### src/rtl/frame_seq_pkg.sv
// rtl/frame_seq_pkg.sv - shared state encoding and default sizing for the frame capture sequencer
package frame_seq_pkg;

    typedef enum logic [2:0] {
        ST_IDLE    = 3'd0,
        ST_ARM     = 3'd1,
        ST_CAPTURE = 3'd2,
        ST_SERVE   = 3'd3,
        ST_DONE    = 3'd4
    } seq_state_e;

    localparam int FRAME_WORDS_DEF    = 19200;
    localparam int TIMEOUT_CYCLES_DEF = 16777216;

endpackage

### src/rtl/sync2.sv
// rtl/sync2.sv - two-flop synchroniser with asynchronous active-low reset
module sync2 (
    input  logic clk,
    input  logic rst_n,
    input  logic d,
    output logic q
);

    logic meta_q, meta_d;
    logic sync_q, sync_d;

    always_comb begin
        meta_d = d;
        sync_d = meta_q;
    end

    always_ff @(posedge clk or negedge rst_n) begin
        if (!rst_n) begin
            meta_q <= 1'b0;
            sync_q <= 1'b0;
        end else begin
            meta_q <= meta_d;
            sync_q <= sync_d;
        end
    end

    assign q = sync_q;

endmodule

### src/rtl/frame_capture_seq.sv
// rtl/frame_capture_seq.sv - arms a CCD capture, then serves the frame word-by-word to the HPS strobe handshake
// Optional watchdog on ARM/CAPTURE enabled by defining FRAME_SEQ_TIMEOUT_EN.
module frame_capture_seq
    import frame_seq_pkg::*;
#(
    parameter int FRAME_WORDS    = FRAME_WORDS_DEF,
    parameter int TIMEOUT_CYCLES = TIMEOUT_CYCLES_DEF
) (
    input  logic        iCLK,
    input  logic        iRST_N,
    input  logic        iCAP_REQ,
    input  logic        iFVAL,
    input  logic        iHPS_STB,
    input  logic [15:0] iFIFO_DATA,
    input  logic        iFIFO_EMPTY,
    output logic        oFIFO_RD,
    output logic        oSTART,
    output logic        oEND,
    output logic [15:0] oDATA,
    output logic        oACK,
    output logic [14:0] oWORD_CNT,
    output logic [2:0]  oSTATE,
    output logic        oDONE,
    output logic        oOVR,
    output logic        oTMO
);

    localparam logic [14:0] FW_MAX  = 15'(FRAME_WORDS);
    localparam logic [14:0] FW_LAST = 15'(FRAME_WORDS - 1);

    logic cap_s, stb_s;

    sync2 u_sync_cap (.clk(iCLK), .rst_n(iRST_N), .d(iCAP_REQ), .q(cap_s));
    sync2 u_sync_stb (.clk(iCLK), .rst_n(iRST_N), .d(iHPS_STB), .q(stb_s));

    seq_state_e  state_q, state_d;
    logic        cap_prev_q, cap_prev_d;
    logic        stb_prev_q, stb_prev_d;
    logic [1:0]  ref_cnt_q, ref_cnt_d;
    logic        seen_low_q, seen_low_d;
    logic        pending_q, pending_d;
    logic        rd_q, rd_d;
    logic [15:0] data_q, data_d;
    logic        ack_q, ack_d;
    logic [14:0] cnt_q, cnt_d;
    logic        start_q, start_d;
    logic        end_q, end_d;
    logic        done_q, done_d;
    logic        ovr_q, ovr_d;
    logic        pend_next;

    logic cap_rise, ref_ok, toggle, take, last_word, abort, arm_entry, tmo_fire;

    // The strobe reference is only trusted once the synchroniser has refilled after reset.
    assign ref_ok    = (ref_cnt_q == 2'd3);
    assign cap_rise  = cap_s && !cap_prev_q;
    assign toggle    = ref_ok && (stb_s != stb_prev_q);
    assign take      = (state_q == ST_SERVE) && rd_q;
    assign last_word = take && (cnt_q == FW_LAST);
    assign abort     = !cap_s && (state_q inside {ST_ARM, ST_CAPTURE, ST_SERVE});
    assign arm_entry = (state_q == ST_IDLE) && (state_d == ST_ARM);

`ifdef FRAME_SEQ_TIMEOUT_EN
    localparam int TMO_W = $clog2(TIMEOUT_CYCLES + 1);
    localparam logic [TMO_W-1:0] TMO_LAST = TMO_W'(TIMEOUT_CYCLES - 1);

    logic [TMO_W-1:0] tmo_cnt_q, tmo_cnt_d;
    logic             tmo_q, tmo_d;
    logic             waiting;

    assign waiting  = (state_q == ST_ARM) || (state_q == ST_CAPTURE);
    assign tmo_fire = waiting && !abort && (tmo_cnt_q == TMO_LAST);

    always_comb begin
        tmo_cnt_d = (waiting && (state_d == state_q)) ? tmo_cnt_q + TMO_W'(1) : '0;
        tmo_d     = tmo_q;
        if (arm_entry) tmo_d = 1'b0;
        if (tmo_fire)  tmo_d = 1'b1;
    end

    always_ff @(posedge iCLK or negedge iRST_N) begin
        if (!iRST_N) begin
            tmo_cnt_q <= '0;
            tmo_q     <= 1'b0;
        end else begin
            tmo_cnt_q <= tmo_cnt_d;
            tmo_q     <= tmo_d;
        end
    end

    assign oTMO = tmo_q;
`else
    logic unused_tmo_param;
    assign unused_tmo_param = (TIMEOUT_CYCLES == 0);
    assign tmo_fire         = 1'b0;
    assign oTMO             = 1'b0;
`endif

    always_ff @(posedge iCLK or negedge iRST_N) begin
        if (!iRST_N) begin
            state_q    <= ST_IDLE;
            cap_prev_q <= 1'b0;
            stb_prev_q <= 1'b0;
            ref_cnt_q  <= 2'd0;
            seen_low_q <= 1'b0;
            pending_q  <= 1'b0;
            rd_q       <= 1'b0;
            data_q     <= '0;
            ack_q      <= 1'b0;
            cnt_q      <= '0;
            start_q    <= 1'b0;
            end_q      <= 1'b0;
            done_q     <= 1'b0;
            ovr_q      <= 1'b0;
        end else begin
            state_q    <= state_d;
            cap_prev_q <= cap_prev_d;
            stb_prev_q <= stb_prev_d;
            ref_cnt_q  <= ref_cnt_d;
            seen_low_q <= seen_low_d;
            pending_q  <= pending_d;
            rd_q       <= rd_d;
            data_q     <= data_d;
            ack_q      <= ack_d;
            cnt_q      <= cnt_d;
            start_q    <= start_d;
            end_q      <= end_d;
            done_q     <= done_d;
            ovr_q      <= ovr_d;
        end
    end

    always_comb begin
        state_d = state_q;
        case (state_q)
            ST_IDLE:    if (cap_rise) state_d = ST_ARM;
            ST_ARM:     if (abort || tmo_fire) state_d = ST_IDLE;
                        else if (seen_low_q && iFVAL) state_d = ST_CAPTURE;
            ST_CAPTURE: if (abort || tmo_fire) state_d = ST_IDLE;
                        else if (!iFVAL) state_d = ST_SERVE;
            ST_SERVE:   if (abort) state_d = ST_IDLE;
                        else if (last_word) state_d = ST_DONE;
            ST_DONE:    if (!cap_s) state_d = ST_IDLE;
            default:    state_d = ST_IDLE;
        endcase
    end

    always_comb begin
        cap_prev_d = cap_s;
        stb_prev_d = stb_s;
        ref_cnt_d  = ref_ok ? ref_cnt_q : ref_cnt_q + 2'd1;
        seen_low_d = (state_q == ST_ARM) && (seen_low_q || !iFVAL);
        start_d    = (state_q == ST_ARM) && (state_d == ST_CAPTURE);
        end_d      = ((state_q == ST_CAPTURE) && (state_d != ST_CAPTURE)) || tmo_fire;
        done_d     = (state_d == ST_DONE);
        data_d     = data_q;
        ack_d      = ack_q;
        cnt_d      = cnt_q;
        ovr_d      = ovr_q;
        pend_next  = 1'b0;
        pending_d  = 1'b0;
        rd_d       = 1'b0;
        if (arm_entry) begin
            cnt_d = '0;
            ovr_d = 1'b0;
        end
        if ((state_q == ST_SERVE) && !abort) begin
            pend_next = pending_q && !take;
            if (take && (cnt_q != FW_MAX)) begin
                data_d = iFIFO_DATA;
                ack_d  = !ack_q;
                cnt_d  = cnt_q + 15'd1;
            end
            // A strobe that lands before the previous request is answered is dropped.
            if (toggle) begin
                if (pending_q) ovr_d = 1'b1;
                else           pend_next = 1'b1;
            end
            pending_d = pend_next && !last_word;
            rd_d      = pending_d && !rd_q && !iFIFO_EMPTY;
        end
    end

    assign oFIFO_RD  = rd_q;
    assign oSTART    = start_q;
    assign oEND      = end_q;
    assign oDATA     = data_q;
    assign oACK      = ack_q;
    assign oWORD_CNT = cnt_q;
    assign oSTATE    = state_q;
    assign oDONE     = done_q;
    assign oOVR      = ovr_q;

endmodule

### config.mk
export PLATFORM = sky130hd
export DESIGN_NAME = frame_capture_seq
export DESIGN_NICKNAME = d
export VERILOG_FILES = /design/src/rtl/frame_seq_pkg.sv /design/src/rtl/sync2.sv /design/src/rtl/frame_capture_seq.sv
export SDC_FILE = /design/constraint.sdc
export NUM_CORES = 1
export LEC_CHECK = 0
export ABC_AREA = 1
export CAP_MARGIN = 20
export CORE_AREA = 3 3 128 68
export DETAILED_ROUTE_END_ITERATION = 6
export DIE_AREA = 0 0 131 71
export HOLD_SLACK_MARGIN = 0.05
export PLACE_DENSITY = 0.53
export SLEW_MARGIN = 25
export SYNTH_ARGS = -nofsm -noshare
export SYNTH_HDL_FRONTEND = slang
export SYNTH_SLANG_ARGS = --single-unit
### constraint.sdc
create_clock -name iCLK -period 5.05 [get_ports iCLK]
set_clock_uncertainty 0.2 [all_clocks]
set_input_delay 0.505 -clock iCLK [delete_from_list [all_inputs] [get_ports iCLK]]
set_output_delay 0.505 -clock iCLK [all_outputs]
set_load 0.01 [all_outputs]
# Word level (Yosys, flattened, before mapping)
# Cells that the tools add are included.
[op_classes] n_addsub=2 eq_ne=12 n_mux=21 n_reduce_logical=29
[ops] op="2-to-1 mux 15 bit" count=3
[ops] op="2-to-1 mux 3 bit" count=8
[ops] op="logical AND 1 bit" count=16
[ops] op="adder 15 x 1 -> 15 bit (second input constant)" count=1
[ops] op="== test 15 bit (second input constant)" count=1
[ops] op="inequality test 15 bit (second input constant)" count=1
[ops] op="case mux 3 bit (5 select lines)" count=1
[ops] op="== test 3 x 2 -> 1 bit (second input constant)" count=3
[ops] op="logical NOT 1 bit" count=9
[ops] op="2-to-1 mux 1 bit" count=9
[ops] op="== test 3 x 1 -> 1 bit (second input constant)" count=2
[ops] op="== test 3 bit (second input constant)" count=2
[ops] op="logical NOT 3 bit" count=1
[ops] op="inequality test 3 x 2 -> 1 bit (second input constant)" count=1
[ops] op="nonzero test 3 bit" count=1
[ops] op="adder 2 x 1 -> 2 bit (second input constant)" count=1
[ops] op="== test 2 bit (second input constant)" count=1
[ops] op="AND reduction 2 bit" count=1
[ops] op="logical OR 1 bit" count=1
[ops] op="inequality test 1 bit" count=1
[totals] regBits=50 in_bits=22 word_cells=82

# Longest topological paths before layout
[logic_depth] word_depth=12 depth_mapped=11 depth_no_buf=9

# By module
# From an unflattened synthesis, not the netlist that was laid out.
[unflattened] cells_unflattened=278 area_unflattened_um2=2314.7
[modules_own_cells] mod="frame_capture_seq" instances=1 cells_per_inst=274 area_each_um2=2214.6 seq_area_each_um2=1151.1
[modules_own_cells] mod="sync2" instances=2 cells_per_inst=2 area_each_um2=50.0 seq_area_each_um2=50.0

# Least setup slack after synthesis
# Ideal clock, no wire load.
[synth_timing] path_type="reg2reg" startpoint="reg cnt_q[0] (netlist: oWORD_CNT[0])" endpoint="reg data_q[10] (netlist: oDATA[10])" arrival_time_ns=1.371 required_time_ns=4.734 setup_slack_ns=3.363 path_stages_with_launch=12 path_buffers=2 synth_period_minus_slack_ns=1.687 cell_sequence="dfrtp_1 -> inv_1 -> ha_1 -> nand3_1 -> nor2_1 -> nand2_1 -> nand2_4 -> inv_4 -> buf_8 -> buf_8 -> nand2_1 -> nand2_1"
[synth_between] elab_chain_cells=3
[synth_rtl] item="from (decl)" line_no="frame_capture_seq.sv:45" source="logic [14:0] cnt_q, cnt_d;"
[synth_rtl] item="from (signal assigned)" line_no="frame_capture_seq.sv:125" source="cnt_q <= cnt_d;"
[synth_rtl] item="inequality test 15 bit" line_no="frame_capture_seq.sv:169" source="if (take && (cnt_q != FW_MAX)) begin"
[synth_rtl] item="logical AND 1 bit" line_no="frame_capture_seq.sv:169"
[synth_rtl] item="AND reduction 2 bit (no source line)"
[synth_rtl] item="to (signal assigned)" line_no="frame_capture_seq.sv:123" source="data_q <= data_d;"
[synth_rtl] item="to (decl)" line_no="frame_capture_seq.sv:43" source="logic [15:0] data_q, data_d;"
# No other way between the ends.
# A chain may end at the register's enable or synchronous reset.

# Worst setup path in the final report
[layout_timing] startpoint="reg state_q[0] (netlist: oSTATE[0])" endpoint="out oSTATE[0]"
[layout_rtl] item="from (decl)" line_no="frame_capture_seq.sv:36" source="seq_state_e state_q, state_d;"
[layout_rtl] item="from (signal assigned)" line_no="frame_capture_seq.sv:116" source="state_q <= state_d;"
[layout_rtl] item="to (decl)" line_no="frame_capture_seq.sv:22" source="output logic [2:0] oSTATE,"
# No word-level cell between the ends.

==> reports/results.md <==
| Result | Value | Unit |
| --- | --- | --- |
| Antenna violations before repair | 0 | - |
| Sort of element at the end of the critical path | output pin | - |
| DP Area | 3040 | um^2 |
| Slew Viols, Final | 0 | - |
| Hold Violations, Final | 0 | - |
| Synthesized instance count | 280 | - |
| Post-route clock period utilization | 41.0 | % |
| Post-synthesis sequential element count | 50 | - |
| Placeable core region | 7800 | um^2 |
| Type of the tightest min-delay check | input port to async pin | - |
| Number of design-rule violations left by the first detailed-router iteration | 108 | - |
| WL/cell | 12.8 | um |
| Layout net count | 367 | - |
| Number of input and output port buffers inserted | 61 | - |
| Critical path start-end classification | register to output pin | - |
| Largest buffer count on any clock path | 2 | - |
| Slew of the pin with the lowest slew margin | 0.646 | ns |
| Global placer's final weighted congestion | 0.838 | - |
| Maximum Capacitance Violations | 0 | - |
| Cell Pwr Density | 262 | nW/um^2 |
| Total leakage power | 1.40 | nW |
| Count of flip-flops with a built-in enable after synthesis | 0 | - |
| Crit path time final | 2.07 | ns |
| Worst-case register-to-register setup slack | 3.09 | ns |
| Number of setup buffers added after CTS | 0 | - |
| DRT Wirelength | 5830 | um |
| Cell Rows | 23 | - |
| Async set-reset flop share out of synthesis | 100 | % |
| Yosys warning total | 0 | - |
| Kind of cell with the highest combined delay on the critical path | buffers and inverters | - |
| Layout fillers | 772 | - |
| Via count normalized by instance count | 4.31 | - |
| Num CTS Buffers | 5 | - |
| Area leader, netlist | sky130_fd_sc_hd__dfrtp_1 | - |
| Timing-limited maximum frequency | 483 | MHz |
| Number of nets with antenna violations after detailed routing | 0 | - |
| Status | completed | - |
| Area of the die | 9300 | um^2 |
| Clock insertion delay at the later pin of the skew report | 0.29 | ns |
| Number of setup violations in the final report | 0 | - |
| All-layer global routing usage | 12.9 | % |
| Master of the slowest instance on the critical path | sky130_fd_sc_hd__clkdlybuf4s50_1 | - |
| Count of hold buffers inserted by post-cts repair | 0 | - |
| Worst ir drop on vdd | 0.130 | mV |
| Top cells by area, synth | sky130_fd_sc_hd__dfrtp_1 (53%), sky130_fd_sc_hd__nand2_1 (16%), sky130_fd_sc_hd__nand3_1 (4.3%) | - |
| Post-CTS sizing | 0 | - |
| Count of H-tree levels built during CTS | 2 | - |
| Post-synth top area share | 53.1 | % |
| Number of global-route vias before repair | 1851 | - |
| Launching point of the worst reg2reg path | oSTATE[2] | - |
| Clock Sinks | 50 | - |
| Category of the worst setup path launch point | register | - |
| Slew headroom | 56.9 | % |
| Vert. Die Dim | 71 | um |
| Largest net degree at the start of global routing | 51 | - |
| Crit path launch | oSTATE[0] | - |
| Vias | 1962 | - |
| TritonCTS clock tree | built | - |
| Critical path data required time | 4.35 | ns |
| Most used DFF post-synth | sky130_fd_sc_hd__dfrtp_1 | - |
| Netlist area before placement | 2350 | um^2 |
| Starting density of the core | 30.2 | % |
| Worst path bufs/invs | 1 | - |
| ANT cells | 0 | - |
| Post-layout total power | 0.841 | mW |
| Cell at the root of the clock tree | sky130_fd_sc_hd__clkbuf_16 | - |
| TritonRoute pass-1 iters | 4 | - |
| Layout cells sized above 1 | 6.41 | % |
| First-pass GRT wire length | 9350 | um |
| Num ports | 63 | - |
| Delay of the slowest critical-path stage | 0.60 | ns |
| Design area | 3210 | um^2 |
| List of cells traversed by the critical path | clkdlybuf4s50_1 | - |
| Die X | 131 | um |
| Number of nets in the synthesized netlist | 305 | - |
| Synthesis-to-finish area growth | 36.2 | % |
| Arrival time worst endpoint | 1.36 | ns |
| CTS clk-pin slew, worst paths | 0.06 | ns |
| DP Wirelength | 4280 | um |
| Share of the yosys chip area belonging to registers | 53.1 | % |
| DRC violations left | 0 | - |
| Setup TNS after final layout | 0 | ns |
| Average cell area after synthesis | 8.41 | um^2 |
| Worst Path Max Fanout | 7 | - |
| Unrepaired setup endpoints after global routing | no | - |
| Distinct cell type count after synthesis | 29 | - |
| Remaining Overflow, GRT | 0 | - |
==> synth_stat cells, types with 2 or more instances <==
library cell               n
sky130_fd_sc_hd__nand2_1  99
sky130_fd_sc_hd__o21ai_1   9
sky130_fd_sc_hd__a21oi_1   2
sky130_fd_sc_hd__nor3_1    7
sky130_fd_sc_hd__nor2_2    3
sky130_fd_sc_hd__xnor2_1   3
sky130_fd_sc_hd__buf_8     2
sky130_fd_sc_hd__buf_4     2
sky130_fd_sc_hd__inv_2     2
sky130_fd_sc_hd__o21ai_0  11
sky130_fd_sc_hd__nor2_1   17
sky130_fd_sc_hd__ha_1      3
sky130_fd_sc_hd__inv_1    26
sky130_fd_sc_hd__or2_2     2
sky130_fd_sc_hd__nand4_1   3
sky130_fd_sc_hd__buf_2     2
sky130_fd_sc_hd__nand3_1  20
sky130_fd_sc_hd__dfrtp_1  50
sky130_fd_sc_hd__xor2_1    7
==> cell usage in the layout (no fill, tap or decap), types with 2 or more instances in the layout <==
cell | netlist | layout
sky130_fd_sc_hd__xor2_1 | 7 | 7
sky130_fd_sc_hd__inv_2 | 2 | 2
sky130_fd_sc_hd__ha_1 | 3 | 3
sky130_fd_sc_hd__nor3_1 | 7 | 7
sky130_fd_sc_hd__xnor2_1 | 3 | 3
sky130_fd_sc_hd__dfrtp_1 | 50 | 50
sky130_fd_sc_hd__or2_2 | 2 | 2
sky130_fd_sc_hd__nor2_1 | 17 | 17
sky130_fd_sc_hd__nand3_1 | 20 | 20
sky130_fd_sc_hd__nand4_1 | 3 | 3
sky130_fd_sc_hd__clkdlybuf4s50_1 | 0 | 60
sky130_fd_sc_hd__nor2_2 | 3 | 3
sky130_fd_sc_hd__o21ai_0 | 11 | 11
sky130_fd_sc_hd__nand2_1 | 99 | 99
sky130_fd_sc_hd__clkbuf_16 | 0 | 5
sky130_fd_sc_hd__a21oi_1 | 2 | 2
sky130_fd_sc_hd__o21ai_1 | 9 | 9
sky130_fd_sc_hd__inv_1 | 26 | 26
==> stage by stage <==
| stage | hold slack, ns | setup WS (ns) | utilization, % | std cells |
|---|---|---|---|---|
| after floorplan | 0.00941 | 3.36 | - | 280 |
| after global placement | 0.135 | 3.12 | 39.0 | 447 |
| after detailed placement | 0.138 | 3.09 | 39.0 | 447 |
| after CTS | 0.153 | 2.96 | 41.1 | 455 |
| after global routing | 0.169 | 2.90 | 41.1 | 455 |
| final | 0.126 | 2.98 | 41.1 | 455 |
==> worst paths after layout <==
path | end | cells after the start
setup / recovery | oSTATE[0] | 1
hold / removal | oWORD_CNT[4] | 2
setup reg to reg | oWORD_CNT[7] | 9
hold reg to reg | u_sync_stb.q | 0
max in group asynchronous | oDATA[13] | 2
min in group iCLK | u_sync_stb.q | 0
==> sequential cells by signal, summed over array words and instances (netlist names) <==
signal / flops
u_sync_stb.q: 1
u_sync_cap.meta_q: 1
oOVR: 1
oSTART: 1
pending_q: 1
oSTATE: 3
oWORD_CNT: 15
u_sync_cap.q: 1
seen_low_q: 1
u_sync_stb.meta_q: 1
oDATA: 16
oEND: 1
cap_prev_q: 1
oFIFO_RD: 1
ref_cnt_q: 2
oDONE: 1
stb_prev_q: 1
oACK: 1
==> kinds of logic (layout without fill, tap and decap cells) <==
group	after synthesis	count (layout)	synth area share [%]
AND/OR/NAND/NOR	156	156	28.3
flip-flops	50	50	53.1
buffers and inverters	36	99	7.55
AO/OA/AOI/OAI	23	23	5.05
XOR/XNOR	10	10	3.72
adder cells (fa/ha/maj)	3	3	1.59
other	1	1	0.159
multiplexers	1	1	0.478
==> routing by layer <==
| layer | GRT usage (%) | up-vias | wire [um] |
|---|---|---|---|
| met5 | 0 | - | 0 |
| met4 | 2.39 | 0 | 46 |
| met3 | 4.83 | 7 | 455 |
| met2 | 15.6 | 62 | 2080 |
| met1 | 21.4 | 889 | 3250 |
| li1 | - | 1004 | - |
==> where the power goes <==
part	internal, mW	switching (mW)	total, mW
clock network	0.234	0.143	0.377
logic	0.0239	0.0287	0.0526
registers	0.406	0.00505	0.411
total	0.663	0.177	0.841
==> final cells by class <==
type	instances	area [um^2]	share of cell area, %
Sequential cell	50	1250	39.0
Inverter	29	111	3.47
Multi-Input combinational cell	194	926	28.9
Clock buffer	6	129	4.02
Tap cell	112	140	4.37
Clock inverter	2	37.5	1.17
Timing Repair Buffer	62	613	19.1
No activity file was read; power rests on OpenSTA's default activity.
